**src/rtl/fetch_pkg.sv**
```systemverilog
// Shared definitions for the instruction fetch front-end.
//   state_t / BOOT..DRAIN : 2-bit FSM encoding, kept identical to the cu_state debug width
//   level_width()         : width of an occupancy counter able to hold 0..depth
package fetch_pkg;

  typedef logic [1:0] state_t;

  localparam state_t BOOT  = 2'b00;
  localparam state_t FETCH = 2'b01;
  localparam state_t STALL = 2'b10;
  localparam state_t DRAIN = 2'b11;

  function automatic int level_width(input int depth);
    return $clog2(depth) + 1;
  endfunction

endpackage

```
**src/rtl/fetch_if.sv**
```systemverilog
// Flash read port plus instruction handshake of the fetch unit.
//   flash_rd_en/flash_addr  : read request, held until flash_ready
//   flash_data/flash_ready  : read data, valid when flash_rd_en && flash_ready
//   instr_valid/instr_ready : instruction handshake towards the control unit
//   instr/instr_pc          : assembled instruction (first word in LSBs) and its address
// master = fetch unit side, slave = flash + control unit side.
interface fetch_if #(
  parameter int ADDR_WIDTH  = 12,
  parameter int DATA_WIDTH  = 8,
  parameter int INSTR_WORDS = 2
);
  logic                              flash_rd_en;
  logic [ADDR_WIDTH-1:0]             flash_addr;
  logic [DATA_WIDTH-1:0]             flash_data;
  logic                              flash_ready;
  logic                              instr_valid;
  logic                              instr_ready;
  logic [DATA_WIDTH*INSTR_WORDS-1:0] instr;
  logic [ADDR_WIDTH-1:0]             instr_pc;

  modport master (
    output flash_rd_en, flash_addr, instr_valid, instr, instr_pc,
    input  flash_data, flash_ready, instr_ready
  );

  modport slave (
    input  flash_rd_en, flash_addr, instr_valid, instr, instr_pc,
    output flash_data, flash_ready, instr_ready
  );
endinterface

```
**src/rtl/fetch_fifo.sv**
```systemverilog
// Prefetch FIFO holding whole instructions.
//   clk, arst_n        : clock, asynchronous active-low reset
//   clr                : synchronous flush (empties the FIFO, wins over push/pop)
//   push, push_data    : write one entry (ignored when full)
//   pop                : remove head entry (ignored when empty)
//   head_data, empty   : head entry and empty flag
//   level              : number of stored entries
// DEPTH must be a power of two so the pointers wrap naturally.
module fetch_fifo import fetch_pkg::*; #(
  parameter int WIDTH = 32,
  parameter int DEPTH = 4
)(
  input  logic                          clk,
  input  logic                          arst_n,
  input  logic                          clr,
  input  logic                          push,
  input  logic [WIDTH-1:0]              push_data,
  input  logic                          pop,
  output logic [WIDTH-1:0]              head_data,
  output logic                          empty,
  output logic [level_width(DEPTH)-1:0] level
);
  localparam int PTR_W = $clog2(DEPTH);
  localparam int LVL_W = level_width(DEPTH);

  logic [WIDTH-1:0] mem [DEPTH];
  logic [PTR_W-1:0] wr_ptr;
  logic [PTR_W-1:0] rd_ptr;
  logic             do_push;
  logic             do_pop;

  assign empty     = (level == '0);
  assign do_push   = push && (level != LVL_W'(DEPTH));
  assign do_pop    = pop && !empty;
  assign head_data = mem[rd_ptr];

  always_ff @(posedge clk or negedge arst_n) begin
    if (!arst_n) begin
      for (int unsigned i = 0; i < DEPTH; i++) mem[PTR_W'(i)] <= '0;
      wr_ptr <= '0;
      rd_ptr <= '0;
      level  <= '0;
    end else if (clr) begin
      wr_ptr <= '0;
      rd_ptr <= '0;
      level  <= '0;
    end else begin
      if (do_push) begin
        mem[wr_ptr] <= push_data;
        wr_ptr      <= wr_ptr + PTR_W'(1);
      end
      if (do_pop) rd_ptr <= rd_ptr + PTR_W'(1);
      level <= level + LVL_W'(do_push) - LVL_W'(do_pop);
    end
  end
endmodule

```
**src/rtl/fetch_unit.sv**
```systemverilog
// Instruction fetch front-end.
//   clk, arst_n   : clock, asynchronous active-low reset
//   bus           : flash read port + instruction handshake (fetch_if.master)
//   pc_load       : branch; flush and refetch from pc_next
//   pc_next       : branch target
//   bootstrapping : high until flash reports initialised
//   fifo_level    : buffered instruction count (debug)
module fetch_unit import fetch_pkg::*; #(
  parameter int ADDR_WIDTH   = 12,
  parameter int DATA_WIDTH   = 8,
  parameter int INSTR_WORDS  = 2,
  parameter int FIFO_DEPTH   = 4,
  parameter int RESET_VECTOR = 0
)(
  input  logic                               clk,
  input  logic                               arst_n,
  fetch_if.master                            bus,
  input  logic                               pc_load,
  input  logic [ADDR_WIDTH-1:0]              pc_next,
  output logic                               bootstrapping,
  output logic [level_width(FIFO_DEPTH)-1:0] fifo_level
);
  localparam int IW    = DATA_WIDTH * INSTR_WORDS;
  localparam int IDX_W = (INSTR_WORDS > 1) ? $clog2(INSTR_WORDS) : 1;
  localparam int LVL_W = level_width(FIFO_DEPTH);
  localparam logic [IDX_W-1:0]      LAST_IDX = IDX_W'(INSTR_WORDS - 1);
  localparam logic [ADDR_WIDTH-1:0] RST_PC   = ADDR_WIDTH'(RESET_VECTOR);

  state_t                state_q, state_d;
  logic [ADDR_WIDTH-1:0] pc_q, pc_d;
  logic                  rd_en_q, rd_en_d;
  logic [ADDR_WIDTH-1:0] addr_q, addr_d;
  logic [ADDR_WIDTH-1:0] tgt_q, tgt_d;
  logic [IDX_W-1:0]      idx_q, idx_d;
  logic [IW-1:0]         asm_q, asm_d;
  logic [ADDR_WIDTH-1:0] start_pc_q, start_pc_d;

  logic                       push, pop, clr, fifo_empty;
  logic [IW-1:0]              push_instr;
  logic [ADDR_WIDTH-1:0]      push_pc;
  logic [LVL_W-1:0]           level_after;
  logic [IW+ADDR_WIDTH-1:0]   head;

  assign bus.flash_rd_en = rd_en_q;
  assign bus.flash_addr  = addr_q;
  assign bootstrapping   = (state_q == BOOT);
  assign pop             = bus.instr_valid && bus.instr_ready;

  always_comb begin
    state_d     = state_q;
    pc_d        = pc_q;
    rd_en_d     = rd_en_q;
    addr_d      = addr_q;
    tgt_d       = tgt_q;
    idx_d       = idx_q;
    asm_d       = asm_q;
    start_pc_d  = start_pc_q;
    push        = 1'b0;
    clr         = 1'b0;
    level_after = fifo_level;
    // Incoming word merged into its slot so the last word can be pushed
    // in the same cycle it arrives.
    push_instr  = asm_q;
    push_instr[idx_q*DATA_WIDTH +: DATA_WIDTH] = bus.flash_data;
    push_pc     = (idx_q == '0) ? pc_q : start_pc_q;

    case (state_q)
      BOOT: begin
        if (pc_load) pc_d = pc_next;
        if (bus.flash_ready) begin
          state_d = FETCH;
          rd_en_d = 1'b1;
          addr_d  = pc_load ? pc_next : pc_q;
        end
      end
      FETCH, STALL: begin
        if (pc_load) begin
          clr   = 1'b1;
          idx_d = '0;
          asm_d = '0;
          if (rd_en_q && !bus.flash_ready) begin
            // Open request must complete before the new address goes out.
            state_d = DRAIN;
            tgt_d   = pc_next;
          end else begin
            state_d = FETCH;
            pc_d    = pc_next;
            rd_en_d = 1'b1;
            addr_d  = pc_next;
          end
        end else if (!(rd_en_q && !bus.flash_ready)) begin
          if (rd_en_q) begin
            pc_d  = pc_q + ADDR_WIDTH'(1);
            asm_d = push_instr;
            if (idx_q == '0) start_pc_d = pc_q;
            if (idx_q == LAST_IDX) begin
              push  = 1'b1;
              idx_d = '0;
            end else begin
              idx_d = idx_q + IDX_W'(1);
            end
          end
          // Next request only if the FIFO will still have room; at most one
          // instruction is ever in assembly, so this cannot overflow.
          level_after = fifo_level + LVL_W'(push) - LVL_W'(pop);
          rd_en_d     = (level_after < LVL_W'(FIFO_DEPTH));
          addr_d      = pc_d;
          state_d     = rd_en_d ? FETCH : STALL;
        end
      end
      DRAIN: begin
        clr = pc_load;
        if (pc_load) tgt_d = pc_next;
        if (bus.flash_ready) begin
          state_d = FETCH;
          pc_d    = pc_load ? pc_next : tgt_q;
          rd_en_d = 1'b1;
          addr_d  = pc_d;
        end
      end
      default: state_d = BOOT;
    endcase
  end

  always_ff @(posedge clk or negedge arst_n) begin
    if (!arst_n) begin
      state_q    <= BOOT;
      pc_q       <= RST_PC;
      rd_en_q    <= 1'b0;
      addr_q     <= RST_PC;
      tgt_q      <= RST_PC;
      idx_q      <= '0;
      asm_q      <= '0;
      start_pc_q <= RST_PC;
    end else begin
      state_q    <= state_d;
      pc_q       <= pc_d;
      rd_en_q    <= rd_en_d;
      addr_q     <= addr_d;
      tgt_q      <= tgt_d;
      idx_q      <= idx_d;
      asm_q      <= asm_d;
      start_pc_q <= start_pc_d;
    end
  end

  fetch_fifo #(
    .WIDTH(IW + ADDR_WIDTH),
    .DEPTH(FIFO_DEPTH)
  ) u_fifo (
    .clk       (clk),
    .arst_n    (arst_n),
    .clr       (clr),
    .push      (push),
    .push_data ({push_instr, push_pc}),
    .pop       (pop),
    .head_data (head),
    .empty     (fifo_empty),
    .level     (fifo_level)
  );

  assign bus.instr_valid = !fifo_empty;
  assign bus.instr       = head[ADDR_WIDTH +: IW];
  assign bus.instr_pc    = head[ADDR_WIDTH-1:0];
endmodule

```
**src/flat_wrapper.sv**
```systemverilog
// flat-port wrapper written by rule: the top's interface ports become plain ports
module fetch_unit_flat import fetch_pkg::*;
#(
  parameter int ADDR_WIDTH   = 12,
  parameter int DATA_WIDTH   = 8,
  parameter int INSTR_WORDS  = 2,
  parameter int FIFO_DEPTH   = 4,
  parameter int RESET_VECTOR = 0
)
  (clk, arst_n, pc_load, pc_next, bootstrapping, fifo_level, bus_flash_rd_en, bus_flash_addr, bus_instr_valid, bus_instr, bus_instr_pc, bus_flash_data, bus_flash_ready, bus_instr_ready);
  fetch_if #(.ADDR_WIDTH(ADDR_WIDTH), .DATA_WIDTH(DATA_WIDTH), .INSTR_WORDS(INSTR_WORDS)) bus_i ();
  input  logic clk;
  input  logic arst_n;
  input  logic pc_load;
  input  logic [ADDR_WIDTH-1:0] pc_next;
  output logic bootstrapping;
  output logic [level_width(FIFO_DEPTH)-1:0] fifo_level;
  output wire logic [$bits(bus_i.flash_rd_en)-1:0] bus_flash_rd_en;
  output wire logic [$bits(bus_i.flash_addr)-1:0] bus_flash_addr;
  output wire logic [$bits(bus_i.instr_valid)-1:0] bus_instr_valid;
  output wire logic [$bits(bus_i.instr)-1:0] bus_instr;
  output wire logic [$bits(bus_i.instr_pc)-1:0] bus_instr_pc;
  input wire logic [$bits(bus_i.flash_data)-1:0] bus_flash_data;
  input wire logic [$bits(bus_i.flash_ready)-1:0] bus_flash_ready;
  input wire logic [$bits(bus_i.instr_ready)-1:0] bus_instr_ready;
  assign bus_flash_rd_en = bus_i.flash_rd_en;
  assign bus_flash_addr = bus_i.flash_addr;
  assign bus_instr_valid = bus_i.instr_valid;
  assign bus_instr = bus_i.instr;
  assign bus_instr_pc = bus_i.instr_pc;
  assign bus_i.flash_data = bus_flash_data;
  assign bus_i.flash_ready = bus_flash_ready;
  assign bus_i.instr_ready = bus_instr_ready;
  fetch_unit #(.ADDR_WIDTH(ADDR_WIDTH), .DATA_WIDTH(DATA_WIDTH), .INSTR_WORDS(INSTR_WORDS), .FIFO_DEPTH(FIFO_DEPTH), .RESET_VECTOR(RESET_VECTOR)) u_core (.clk(clk), .arst_n(arst_n), .bus(bus_i), .pc_load(pc_load), .pc_next(pc_next), .bootstrapping(bootstrapping), .fifo_level(fifo_level));
endmodule
```
**config.mk**
```make
export PLATFORM = sky130hd
export DESIGN_NAME = fetch_unit_flat
export DESIGN_NICKNAME = d
export VERILOG_FILES = /design/src/rtl/fetch_pkg.sv /design/src/rtl/fetch_if.sv /design/src/rtl/fetch_fifo.sv /design/src/rtl/fetch_unit.sv /design/src/flat_wrapper.sv
export SDC_FILE = /design/constraint.sdc
export NUM_CORES = 1
export LEC_CHECK = 0
export BUFFER_PORTS_ARGS = -buffer_cell sky130_fd_sc_hd__buf_2
export CAP_MARGIN = 20
export CORE_UTILIZATION = 30
export DETAILED_ROUTE_END_ITERATION = 7
export PLACE_DENSITY = 0.44
export SLEW_MARGIN = 10
export SYNTH_ARGS = -nofsm -noshare
export SYNTH_HDL_FRONTEND = slang
export SYNTH_SLANG_ARGS = --single-unit
export TNS_END_PERCENT = 1
```
**constraint.sdc**
```tcl
create_clock -name clk -period 2.6 [get_ports clk]
set_input_delay 0.13 -clock clk [delete_from_list [all_inputs] [get_ports clk]]
set_output_delay 0.13 -clock clk [all_outputs]
set_load 0.02 [all_outputs]
```
== Yosys cells after proc, flatten, opt, wreduce, memory -nomap -nowiden ==
Index checks and enable logic that the tools add are counted.

* Input port bits: 25
* Register bits: 187
* Word-level logic and storage cells: 124

* $add $sub $neg: 9
* Bitwise logic cells: 5
* Reductions and logical operators: 23
* $lt $le $gt $ge: 4
* Mux-type cells: 54
* Shift operators: 2
* Equality and inequality tests: 12

{| class="wikitable"
|+ Operators with widths
! operator !! number
|-
| $mux 12 || 11
|-
| $bwmux 112 || 1
|-
| $mux 28 || 3
|-
| $pmux 12 s3 || 2
|-
| $bmux 28 s2 || 1
|-
| $demux 28 s2 || 1
|-
| $mux 16 || 3
|-
| $neg 4->34 || 1
|-
| $shift 8x34->16 const A || 1
|-
| $shiftx 8x34->16 || 1
|-
| $pmux 12 s2 || 1
|-
| $mux 2 || 9
|-
| $mux 1 || 17
|-
| $bwmux 16 || 1
|-
| $add 12x1->12 const B || 1
|-
| $reduce_and 3->1 || 3
|-
| $ne 2x2->1 const B || 4
|-
| $reduce_and 2->1 || 4
|-
| $reduce_bool 2->1 || 4
|-
| $add 3x1->3 || 2
|-
| $ge 3x3->1 const B || 2
|-
| $ne 2x1->1 const B || 3
|-
| $ne 3x3->1 const B || 2
|-
| $not 2->3 || 2
|-
| other kinds (17) || 29
|}

== Depth between registers and ports, before layout ==
Gate-level depths: netlist (run 1).

* Word-level depth: 12
* Depth in mapped cells: 14

== Hierarchy ==
Synthesis (run 1) repeated with hierarchy kept, for this count alone.

* Cell total of the unflattened synthesis: 674
* Area, all modules: 9608.0 um^2

{| class="wikitable"
|+ By module, submodules not included
! module !! instances !! seq. area each (um^2) !! cells an instance !! area each (um^2)
|-
| fetch_fifo || 1 || 2977.9 || 317 || 5696.7
|-
| fetch_unit || 1 || 1701.6 || 357 || 3911.3
|}

== Worst setup path after synthesis (run 1) ==
No wires, ideal clock.

* Kind: register to register
* From: register u_core.state_q[0]
* To: register u_core.u_fifo.level[2]
* Path buffers: 1
* Slack: 44 ps
* Period minus slack after synthesis: 2556 ps
* Arrival time: 2422 ps
* Required time: 2467 ps
* Cell stages (with the launch flop): 15
* Cell sequence: dfrtp_1 inv_1 ha_1 nand2b_4 nor2_2 and3_1 buf_6 inv_1 ha_1 inv_1 ha_1 inv_1 fa_1 xnor2_1 nor2_1

* Longest elaborated chain between the ends: 7
* Elaborated cells on any way between the ends: 10

{| class="wikitable"
|+ Ends and longest elaborated chain
! what !! line !! text
|-
| from (decl) || fetch_unit.sv:29 || <nowiki>state_t state_q, state_d;</nowiki>
|-
| from (signal assigned) || fetch_unit.sv:136 || <nowiki>state_q <= state_d;</nowiki>
|-
| $eq 2x1->1 / $eq 2x2->1 (equally long branches) || fetch_unit.sv:67 || <nowiki>case (state_q)</nowiki>
|-
| $reduce_or 2->1 || n/a ||
|-
| $mux 1 || fetch_unit.sv:67 ||
|-
| $logic_and 1x1->1 || fetch_fifo.sv:33 || <nowiki>assign do_push = push && (level != LVL_W'(DEPTH));</nowiki>
|-
| $add 3x1->3 || fetch_fifo.sv:53 || <nowiki>level <= level + LVL_W'(do_push) - LVL_W'(do_pop);</nowiki>
|-
| $sub 3x1->3 || fetch_fifo.sv:53 ||
|-
| $mux 3 * || fetch_fifo.sv:43 || <nowiki>end else if (clr) begin</nowiki>
|-
| to (signal assigned) || fetch_fifo.sv:53 ||
|-
| to (decl) || fetch_fifo.sv:21 || <nowiki>output logic [level_width(DEPTH)-1:0] level</nowiki>
|}

Every way passes the cells marked *; elsewhere a longest branch is shown, timed or not.
A chain may end at the register's enable or synchronous reset.

== Worst setup path in the final report (run 1) ==
* From: register u_core.state_q[1]
* To: register u_core.u_fifo.level[2]

Same word-level chain as after synthesis.

==> metrics.cfg, run 1 <==
[global_routing]
use_met1_pct = 19.9
grtUsageTotal_pct = 14.9
gr-usage-met2_pct = 24.3
grt_max_degree = 73
gr-total-overflow = 0
busiest_layer = met2
use_met3_pct = 3.03
grt_pass1_wl_um = 35800
antenna_found_initial = 0
grt_pass1_vias = 6250

[finish]
fin_nets = 783
layout-drive-gt1-share_pct = 44.9
ff_latch_area_sq_um = 4680
fillers = 2974
multiInputGateArea_sq_um = 4410
area_delta_synth_final_pct = 16.4
diodes = 0

[place]
dpl.hpwl_um = 14400
gp_congestion = 0.780
place.port_buffers = 70
dp_slack_ns = 0.0969

[flow_run]
maxCapViolations = 0

[detailed_routing]
drc = 0
wire_per_inst_um = 19.1
vias = 5652
drtPass1Iterations = 4
ant_nets = 0
via_per_inst = 4.90
wirelength_um = 22000
drtIter0Drc = 295

[clocking]
cts_num_sinks = 187
cts_buffers = 17
postCtsSetupRepairBufs = 0
cts_tree = done
clkLatencyLatePin_ns = 0.43
clk_pin_slew_worst_paths_ns = 0.07
max-clock-path-buffers = 2
htreeDepth = 4
root_buffer = clkbuf_16

[die]
die_area_sq_um = 31900
die_height_um = 179
core_area_sq_um = 30700
num_rows = 64
initial_core_util_pct = 30.5
die_x_um = 179
ios = 71

[power_and_ir_drop]
leakage_uw = 0.00521
powerDensity_nw_per_um2 = 1050
netSwitchingFraction_pct = 36.1
p_sw_uw = 4140
power.internal_uw = 7320
finalPower_uw = 11500
combPwrFrac_pct = 39.6
power.share.sequential_pct = 37.4
power_frac_clock_pct = 23.0
ir_drop_v = 0.000514

[synthesis]
synth_ff_type = dfrtp_1
synth_edf_count = 0
syn_area_sq_um = 9370
synth_cell_type_count = 60
ys_seq_area_share_pct = 50.0
avgSynthCellArea_sq_um = 14.1
synth-async-reset-ratio_pct = 100
synth.area.top_cells = dfrtp_1 50%, mux2_4 13%, mux2_2 12%
synth_nets = 700
synth-seq-cells = 187
ys_warn_count = 0
syn-instance-count = 663
synth_largest_area_cell = dfrtp_1
yosys.area.top_type_share_pct = 50.0

[sta]
grt_setup_unrepaired = no
setup-violations-final = 0
period_share_pct = 93.6
final-max-slew-violation-count = 0
slew-limit-headroom_pct = 49.0
worstMarginPinSlew_ns = 0.756
finalClockSkew_ns = 0.0116
fmax_mhz = 411
setup_tns_ns = 0
layout_setup_ws_ns = 0.166
final-hold-violation-count = 0
min_period_ns = 2.43

[critical_path]
r2r-start = u_core.state_q[1]$_DFFE_PN0P_
path_buf_inv = 4
worstPathRequired_ns = 2.90
worstPathMaxFanout = 5
cp.arrival_ns = 2.74
path_delay_family = adder cells
crit_start = u_core.state_q[1]$_DFFE_PN0P_
end_kind = flop
worstSetupStartpointType = flop
cp_common_cell = inv_1
path_cells = inv_1, ha_4, nand2b_4, nor2_2, and3_4, inv_1, ha_1, inv_1, ha_1, inv_1, fa_1, xnor2_1, nor2_1
slowest_stage = fa_1
path_class = flop to flop
max_stage_delay_ns = 0.37

[worst_hold_path]
hold_path_class = input port to flop
min_from = bus_flash_data[0]

[outcome]
status = complete, no violations

logic make-up after synthesis:
kind of cell	after synthesis	share of synthesized area, %
xor gates and xnor gates	6	0.561
DFF	187	50.0
muxes	214	32.2
AOI/OAI and AO/OA	88	6.48
adders and majority gates	12	1.68
and+or+nand+nor	101	5.92
buffers and inverters	55	3.18
worst register-to-register path, cell delays in order (launching register included):
cell and delay, ns:
dfrtp_1 0.36, inv_1 0.09, ha_4 0.29, nand2b_4 0.08, nor2_2 0.13, and3_4 0.19
inv_1 0.06, ha_1 0.28, inv_1 0.07, ha_1 0.15, inv_1 0.05, fa_1 0.37
xnor2_1 0.15, nor2_1 0.05
Yosys cell counts (3+ instances only):
cell,n
inv_1,16
o22ai_1,4
nand2_1,35
nand3_1,4
and2_1,4
ha_1,11
mux4_2,28
mux2_2,99
o21ai_0,21
nor4_1,3
nor2_1,26
nand2b_1,5
a21oi_1,9
mux2i_1,7
a22o_1,16
nor3_1,4
a31oi_1,10
dfrtp_1,187
clkbuf_1,14
nor2b_1,4
xor2_1,3
mux2_4,80
xnor2_1,3
buf_2,13
nand2_8,4
buf_6,9
flip-flops by register name (all words and copies together) (netlist names):
register	flops
u_core.state_q	2
u_core.u_fifo.rd_ptr	2
u_core.u_fifo.mem	112
u_core.bus.flash_rd_en	1
u_core.asm_q	16
u_core.idx_q	1
u_core.u_fifo.level	3
u_core.pc_q	12
u_core.bus.flash_addr	12
u_core.start_pc_q	12
u_core.u_fifo.wr_ptr	2
u_core.tgt_q	12
routing by layer:
| layer | vias up | share of wire, % |
|---|---|---|
| li1 | 2590 | - |
| met1 | 2953 | 48 |
| met2 | 91 | 47 |
| met3 | 18 | 3.6 |
| met4 | 0 | 1.2 |
| met5 | - | 0 |
cell usage in the layout, fill, tap and decap left out, types with 3 or more instances in the layout:
cell	count
a21oi_1	9
a22o_1	16
a31oi_1	10
and2_1	4
buf_12	3
buf_2	69
buf_4	15
clkbuf_16	17
clkbuf_8	3
clkinv_4	3
dfrtp_1	186
dlygate4sd3_1	14
ha_1	10
inv_1	16
mux2_2	99
mux2_4	80
mux2i_1	7
mux4_2	28
nand2_1	35
nand2_8	4
nand2b_1	5
nand3_1	4
nor2_1	26
nor2b_1	4
nor3_1	4
nor4_1	3
o21ai_0	21
o22ai_1	4
xnor2_1	3
xor2_1	3
final timing paths:
kind	end	slack [ns]	cells past startpoint
worst max register to register	u_core.u_fifo.level[2]$_DFF_PN0_	0.17	13
worst min register to register	u_core.bus.flash_addr[5]$_DFFE_PN0P_	0.49	1
max in group asynchronous	u_core.start_pc_q[11]$_DFFE_PN0P_	1.51	3
worst max-delay path	u_core.u_fifo.level[2]$_DFF_PN0_	0.17	13
worst min-delay path	u_core.asm_q[0]$_DFFE_PN0P_	0.15	3
min in group asynchronous	u_core.u_fifo.mem[106]$_DFFE_PN0P_	0.29	2
power groups by stage:
stage	clock [uW]	combinational [uW]	sequential, uW
floorplan	0	3240	4250
global placement	0	4490	4290
detailed placement	0	4570	4340
CTS	2730	4600	4290
global route	2850	4990	4420
finish	2630	4540	4280
through the flow:
stage | std cells | hold slack [ns] | cell area (sq um) | utilization (%)
2_1_floorplan | 663 | -0.166 | 9370 | -
3_3_place_gp | 1109 | 0.181 | 10200 | 33.1
5_1_grt | 1154 | 0.139 | 10900 | 35.5
3_5_place_dp | 1109 | 0.201 | 10200 | 33.1
6_report | 1154 | 0.146 | 10900 | 35.5
4_1_cts | 1154 | 0.119 | 10900 | 35.5
cell type report:
class | count | share of cell area, %
multi-input cells | 421 | 40.4
flip-flops and latches | 187 | 42.9
clock inverters | 9 | 1.03
clock buffers | 22 | 4.35
repair buffers | 102 | 6.14
well taps | 396 | 4.54
inverters | 17 | 0.585
timing repair:
action                                  CTS  global route
hold buffers                             14             0
gates resized for setup                   0             2
endpoints found under the hold margin    83             0
endpoints found under the setup margin    0             1
Power figures use the tool's default switching activity.
==> inputs of run 2 (changes only) <==
--- a/config.mk
+++ b/config.mk
@@ -10,6 +10,7 @@
 export CORE_UTILIZATION = 30
 export DETAILED_ROUTE_END_ITERATION = 7
 export PLACE_DENSITY = 0.44
+export RECOVER_POWER = 50
 export SLEW_MARGIN = 10
 export SYNTH_ARGS = -nofsm -noshare
 export SYNTH_HDL_FRONTEND = slang
==> run 2 against run 1 <==
  * The run now ends with max-capacitance violations, max-slew violations left
  * Clock power hardly changed
  * Largest cell class unchanged
  * Critical path depth is the same
  * Routed wire length rose by 0.17%
  * Critical endpoint unchanged
==> metrics.cfg, run 2 (synthesis gave the netlist of run 1 again) <==
[place]
place_area_sq_um = 10200
place.port_buffers = 70
dpl.hpwl_um = 14400
gp_congestion = 0.780

[die]
die_height_um = 179
num_rows = 64
die_x_um = 179
die_area_sq_um = 31900
core_area_sq_um = 30700
initial_core_util_pct = 30.5
ios = 71

[power_and_ir_drop]
powerDensity_nw_per_um2 = 1050
leakage_uw = 0.00515
ir_drop_v = 0.000515

[detailed_routing]
drc = 0
wire_per_inst_um = 19.1
drtPass1Iterations = 4
ant_nets = 0
vias = 5659
wirelength_um = 22000
via_per_inst = 4.90
drtIter0Drc = 284

[clocking]
htreeDepth = 4
clk_pin_slew_worst_paths_ns = 0.07
cts_num_sinks = 187
postCtsSetupRepairBufs = 0
max-clock-path-buffers = 2
cts_tree = done
cts_buffers = 17
root_buffer = clkbuf_16
clkLatencyLatePin_ns = 0.43

[sta]
setup_tns_ns = 0
period_share_pct = 93.6
setup-violations-final = 0
finalClockSkew_ns = 0.0113
slew-limit-headroom_pct = -27.0
final-max-slew-violation-count = 73
grt_setup_unrepaired = no
fmax_mhz = 411
min_period_ns = 2.43
worstMarginPinSlew_ns = 1.91
final-hold-violation-count = 0

[finish]
final_cell_mix = 186 x dfrtp_1, 99 x mux2_2, 80 x mux2_4, 52 x buf_2, 35 x nand2_1
fillers = 2992
diodes = 0
postLayoutCellArea_sq_um = 10900
ff_latch_area_sq_um = 4680
reg.largest.list = u_core.u_fifo.mem x112, u_core.asm_q x16
multiInputGateArea_sq_um = 4410
layout_commonest_cell = dfrtp_1
layout-drive-gt1-share_pct = 42.6
largest_reg_flops = 112
fin_nets = 783
largest-register = u_core.u_fifo.mem
area_delta_synth_final_pct = 15.9

[critical_path]
worstSetupStartpointType = flop
worstPathRequired_ns = 2.90
worstPathMaxFanout = 5
path_class = flop to flop
end_kind = flop
crit_start = u_core.state_q[1]$_DFFE_PN0P_
r2r-start = u_core.state_q[1]$_DFFE_PN0P_
cp.arrival_ns = 2.74

[outcome]
violations = max-capacitance violations, max-slew violations
status = complete, but fails checks

[global_routing]
grtUsageTotal_pct = 14.9
grt_pass1_wl_um = 35800
grt_max_degree = 73
antenna_found_initial = 0
grt_pass1_vias = 6250
gr-total-overflow = 0

[flow_run]
maxCapViolations = 1

[worst_hold_path]
hold_path_class = input port to flop
min_from = bus_flash_data[0]

[run 2: final cells by class]
| cell class | instances | share of cell area (%) |
|---|---|---|
| clock inverter | 9 | 1.04 |
| tap | 396 | 4.56 |
| timing repair buffer | 102 | 5.75 |
| inverter | 17 | 0.588 |
| multi-input combinational | 421 | 40.6 |
| clock buffer | 22 | 4.37 |
| sequential | 187 | 43.1 |
[run 2: worst paths after layout]
path	to	slack (ns)	depth (start not counted)
worst min register to register	u_core.bus.flash_addr[5]$_DFFE_PN0P_	0.49	1
min in group asynchronous	u_core.u_fifo.mem[106]$_DFFE_PN0P_	0.75	2
worst max register to register	u_core.u_fifo.level[2]$_DFF_PN0_	0.17	13
max in group asynchronous	u_core.start_pc_q[11]$_DFFE_PN0P_	0.46	3
worst max-delay path	u_core.u_fifo.level[2]$_DFF_PN0_	0.17	13
worst min-delay path	u_core.asm_q[0]$_DFFE_PN0P_	0.14	3
[run 2: through the flow]
stage	instances	hold slack, ns	power [uW]	setup slack (ns)	utilization (%)
3_3_place_gp	1109	0.181	8770	0.225	33.1
2_1_floorplan	663	-0.166	7490	0.0445	-
6_report	1154	0.145	11400	0.167	35.4
5_1_grt	1154	0.139	12200	0.0111	35.4
3_5_place_dp	1109	0.201	8910	0.0969	33.1
4_1_cts	1154	0.119	11600	0.0786	35.5
[run 2: power by group]
part	leakage (uW)	switching [uW]	internal (uW)	total, uW
registers	0.00246	588	3700	4290
logic	0.00240	2420	2090	4510
clock network	0.000287	1140	1500	2640
[run 2: layer usage]
layer	global-route usage (%)	vias up	wire length, um
met5	0	-	0
met4	4.20	0	263
met3	3.03	17	769
met2	24.3	92	10500
met1	19.9	2959	10500
li1	-	2591	-
[run 2: worst max-delay path, stage by stage, from the launching register on]
cell and delay, ns:
dfrtp_1 0.36, inv_1 0.09, ha_4 0.29, nand2b_4 0.08, nor2_2 0.13, and3_4 0.19
inv_1 0.06, ha_1 0.28, inv_1 0.07, ha_1 0.15, inv_1 0.05, fa_1 0.37
xnor2_1 0.15, nor2_1 0.05
[run 2: repair_timing]
action / 4_1_cts / 5_1_grt
hold endpoints to repair: 83 / 0
endpoints found under the setup margin: 0 / 1
hold buffers: 14 / 0
gates resized for setup: 0 / 2
==> inputs of run 3 (changes only) <==
--- a/config.mk
+++ b/config.mk
@@ -7,9 +7,10 @@
 export LEC_CHECK = 0
 export BUFFER_PORTS_ARGS = -buffer_cell sky130_fd_sc_hd__buf_2
 export CAP_MARGIN = 20
-export CORE_UTILIZATION = 30
+export CORE_UTILIZATION = 56
+export CTS_BUF_LIST = sky130_fd_sc_hd__clkbuf_8
 export DETAILED_ROUTE_END_ITERATION = 7
-export PLACE_DENSITY = 0.44
+export PLACE_DENSITY = 0.75
 export RECOVER_POWER = 50
 export SLEW_MARGIN = 10
 export SYNTH_ARGS = -nofsm -noshare
==> run 3 against run 2 <==
  * The flow still finishes with violations (max-capacitance violations, max-slew violations)
  * Via count grew 3.8%
  * Sequential power hardly changed
  * Sequential cell count unchanged
  * Clock power decreased by 27%
  * Critical path type unchanged
  * Largest power group unchanged
==> metrics.cfg, run 3 (synthesis gave the netlist of run 1 again) <==
[power_and_ir_drop]
ir_drop_v = 0.000618
leakage_uw = 0.00509
combPwrFrac_pct = 42.1
power.share.sequential_pct = 40.0
power_frac_clock_pct = 17.9
power.internal_uw = 6690
netSwitchingFraction_pct = 37.6
p_sw_uw = 4030
powerDensity_nw_per_um2 = 1030

[sta]
setup_tns_ns = 0
finalClockSkew_ns = 0.0135
setup-violations-final = 0
final-max-slew-violation-count = 63
worstMarginPinSlew_ns = 1.69
period_share_pct = 93.7
final-hold-violation-count = 0
grt_setup_unrepaired = no
layout_setup_ws_ns = 0.164
min_period_ns = 2.44
fmax_mhz = 411
slew-limit-headroom_pct = -12.5

[clocking]
htreeDepth = 4
cts_num_sinks = 187
root_buffer = clkbuf_8
clkLatencyLatePin_ns = 0.46
postCtsSetupRepairBufs = 0
cts_buffers = 17
max-clock-path-buffers = 2
clk_pin_slew_worst_paths_ns = 0.09
cts_tree = done

[global_routing]
antenna_found_initial = 0
grt_pass1_vias = 6410
grt_pass1_wl_um = 33800
grt_max_degree = 64
gr-total-overflow = 0
grtUsageTotal_pct = 25.2

[finish]
layout_commonest_cell = dfrtp_1
reg.largest.list = u_core.u_fifo.mem x112, u_core.asm_q x16
largest_reg_flops = 112
fillers = 1188
largest-register = u_core.u_fifo.mem
final_cell_mix = 186 x dfrtp_1, 99 x mux2_2, 80 x mux2_4, 53 x buf_2, 35 x nand2_1
diodes = 0
area_delta_synth_final_pct = 11.7
layout-drive-gt1-share_pct = 42.9
fin_nets = 788

[critical_path]
cp.arrival_ns = 2.80
cp_common_cell = inv_1
worstPathRequired_ns = 2.96
path_delay_family = adder cells
end_kind = flop
path_class = flop to flop
path_cells = inv_1, ha_4, nand2b_4, nor2_2, and3_1, inv_1, ha_1, inv_1, ha_1, inv_1, fa_1, xnor2_1, nor2_1
worstPathMaxFanout = 5
worstSetupStartpointType = flop
path_buf_inv = 4
slowest_stage = dfrtp_1
max_stage_delay_ns = 0.37

[outcome]
status = complete, but fails checks
violations = max-capacitance violations, max-slew violations

[detailed_routing]
ant_nets = 0
drc = 0
drtPass1Iterations = 5
drtIter0Drc = 331
wire_per_inst_um = 20.7
via_per_inst = 6.00
vias = 5872
wirelength_um = 20200

[die]
ios = 71
die_area_sq_um = 17200
die_x_um = 131
num_rows = 46
die_height_um = 131
initial_core_util_pct = 58.1
core_area_sq_um = 16100

[worst_hold_path]
hold_path_class = input port to flop

[flow_run]
maxCapViolations = 1

[place]
dp_slack_ns = 0.121
gp_congestion = 0.875
place.port_buffers = 70
dpl.hpwl_um = 13400

[run 3: metal layers]
layer | vias up | global-route usage [%] | share of wire [%]
li1 | 2600 | - | -
met3 | 41 | 5.02 | 3.8
met4 | 0 | 9.69 | 2.2
met5 | - | 0 | 0
met1 | 3088 | 33.6 | 44
met2 | 143 | 40.7 | 50
[run 3: what timing repair did]
item	CTS	global route
hold endpoints to repair	74	0
gates resized for setup	0	1
hold buffers	14	0
setup endpoints to repair	0	1
[run 3: power by group through the flow]
stage          clock network (uW)  logic (uW)  registers, uW
5_1_grt                      2070        4890           4380
4_1_cts                      1950        4560           4270
3_3_place_gp                    0        4380           4260
6_report                     1920        4520           4290
3_5_place_dp                    0        4530           4330
2_1_floorplan                   0        3240           4250
[run 3: layout make-up]
| cell class | instances | area, sq um | area share (%) |
|---|---|---|---|
| multi-input cells | 421 | 4400 | 42.1 |
| clock buffers | 19 | 262 | 2.50 |
| inverters | 17 | 63.8 | 0.610 |
| repair buffers | 107 | 657 | 6.28 |
| flip-flops and latches | 187 | 4680 | 44.8 |
| clock inverters | 12 | 124 | 1.18 |
| well taps | 216 | 270 | 2.58 |
[run 3: worst paths after layout]
path / startpoint / end / slack, ns / depth (start not counted)
max reg2reg: u_core.state_q[1]$_DFFE_PN0P_ / u_core.u_fifo.level[2]$_DFF_PN0_ / 0.16 / 13
max in group asynchronous: arst_n / u_core.u_fifo.mem[57]$_DFFE_PN0P_ / 0.49 / 3
min reg2reg: u_core.bus.flash_addr[5]$_DFFE_PN0P_ / u_core.bus.flash_addr[5]$_DFFE_PN0P_ / 0.51 / 1
max: u_core.state_q[1]$_DFFE_PN0P_ / u_core.u_fifo.level[2]$_DFF_PN0_ / 0.16 / 13
min in group asynchronous: arst_n / u_core.asm_q[14]$_DFFE_PN0P_ / 0.61 / 2
min: bus_flash_data[7] / u_core.asm_q[15]$_DFFE_PN0P_ / 0.10 / 3
[run 3: worst min-delay path, delay by kind of cell]
| family | cells | cell delay [ns] |
|---|---|---|
| AOI/OAI and AO/OA | 1 | 0.13 |
| muxes | 1 | 0.19 |
| buffers and inverters | 1 | 0.08 |
[run 3: per-stage QoR]
step	power [uW]	hold slack, ns	utilization (%)	area, sq um	std cells
3_5_place_dp	8860	0.161	61.8	9960	934
3_3_place_gp	8640	0.155	61.8	9960	934
2_1_floorplan	7490	-0.166	-	9370	663
4_1_cts	10800	0.0711	65.0	10500	979
6_report	10700	0.100	64.9	10500	979
5_1_grt	11300	0.0906	64.9	10500	979
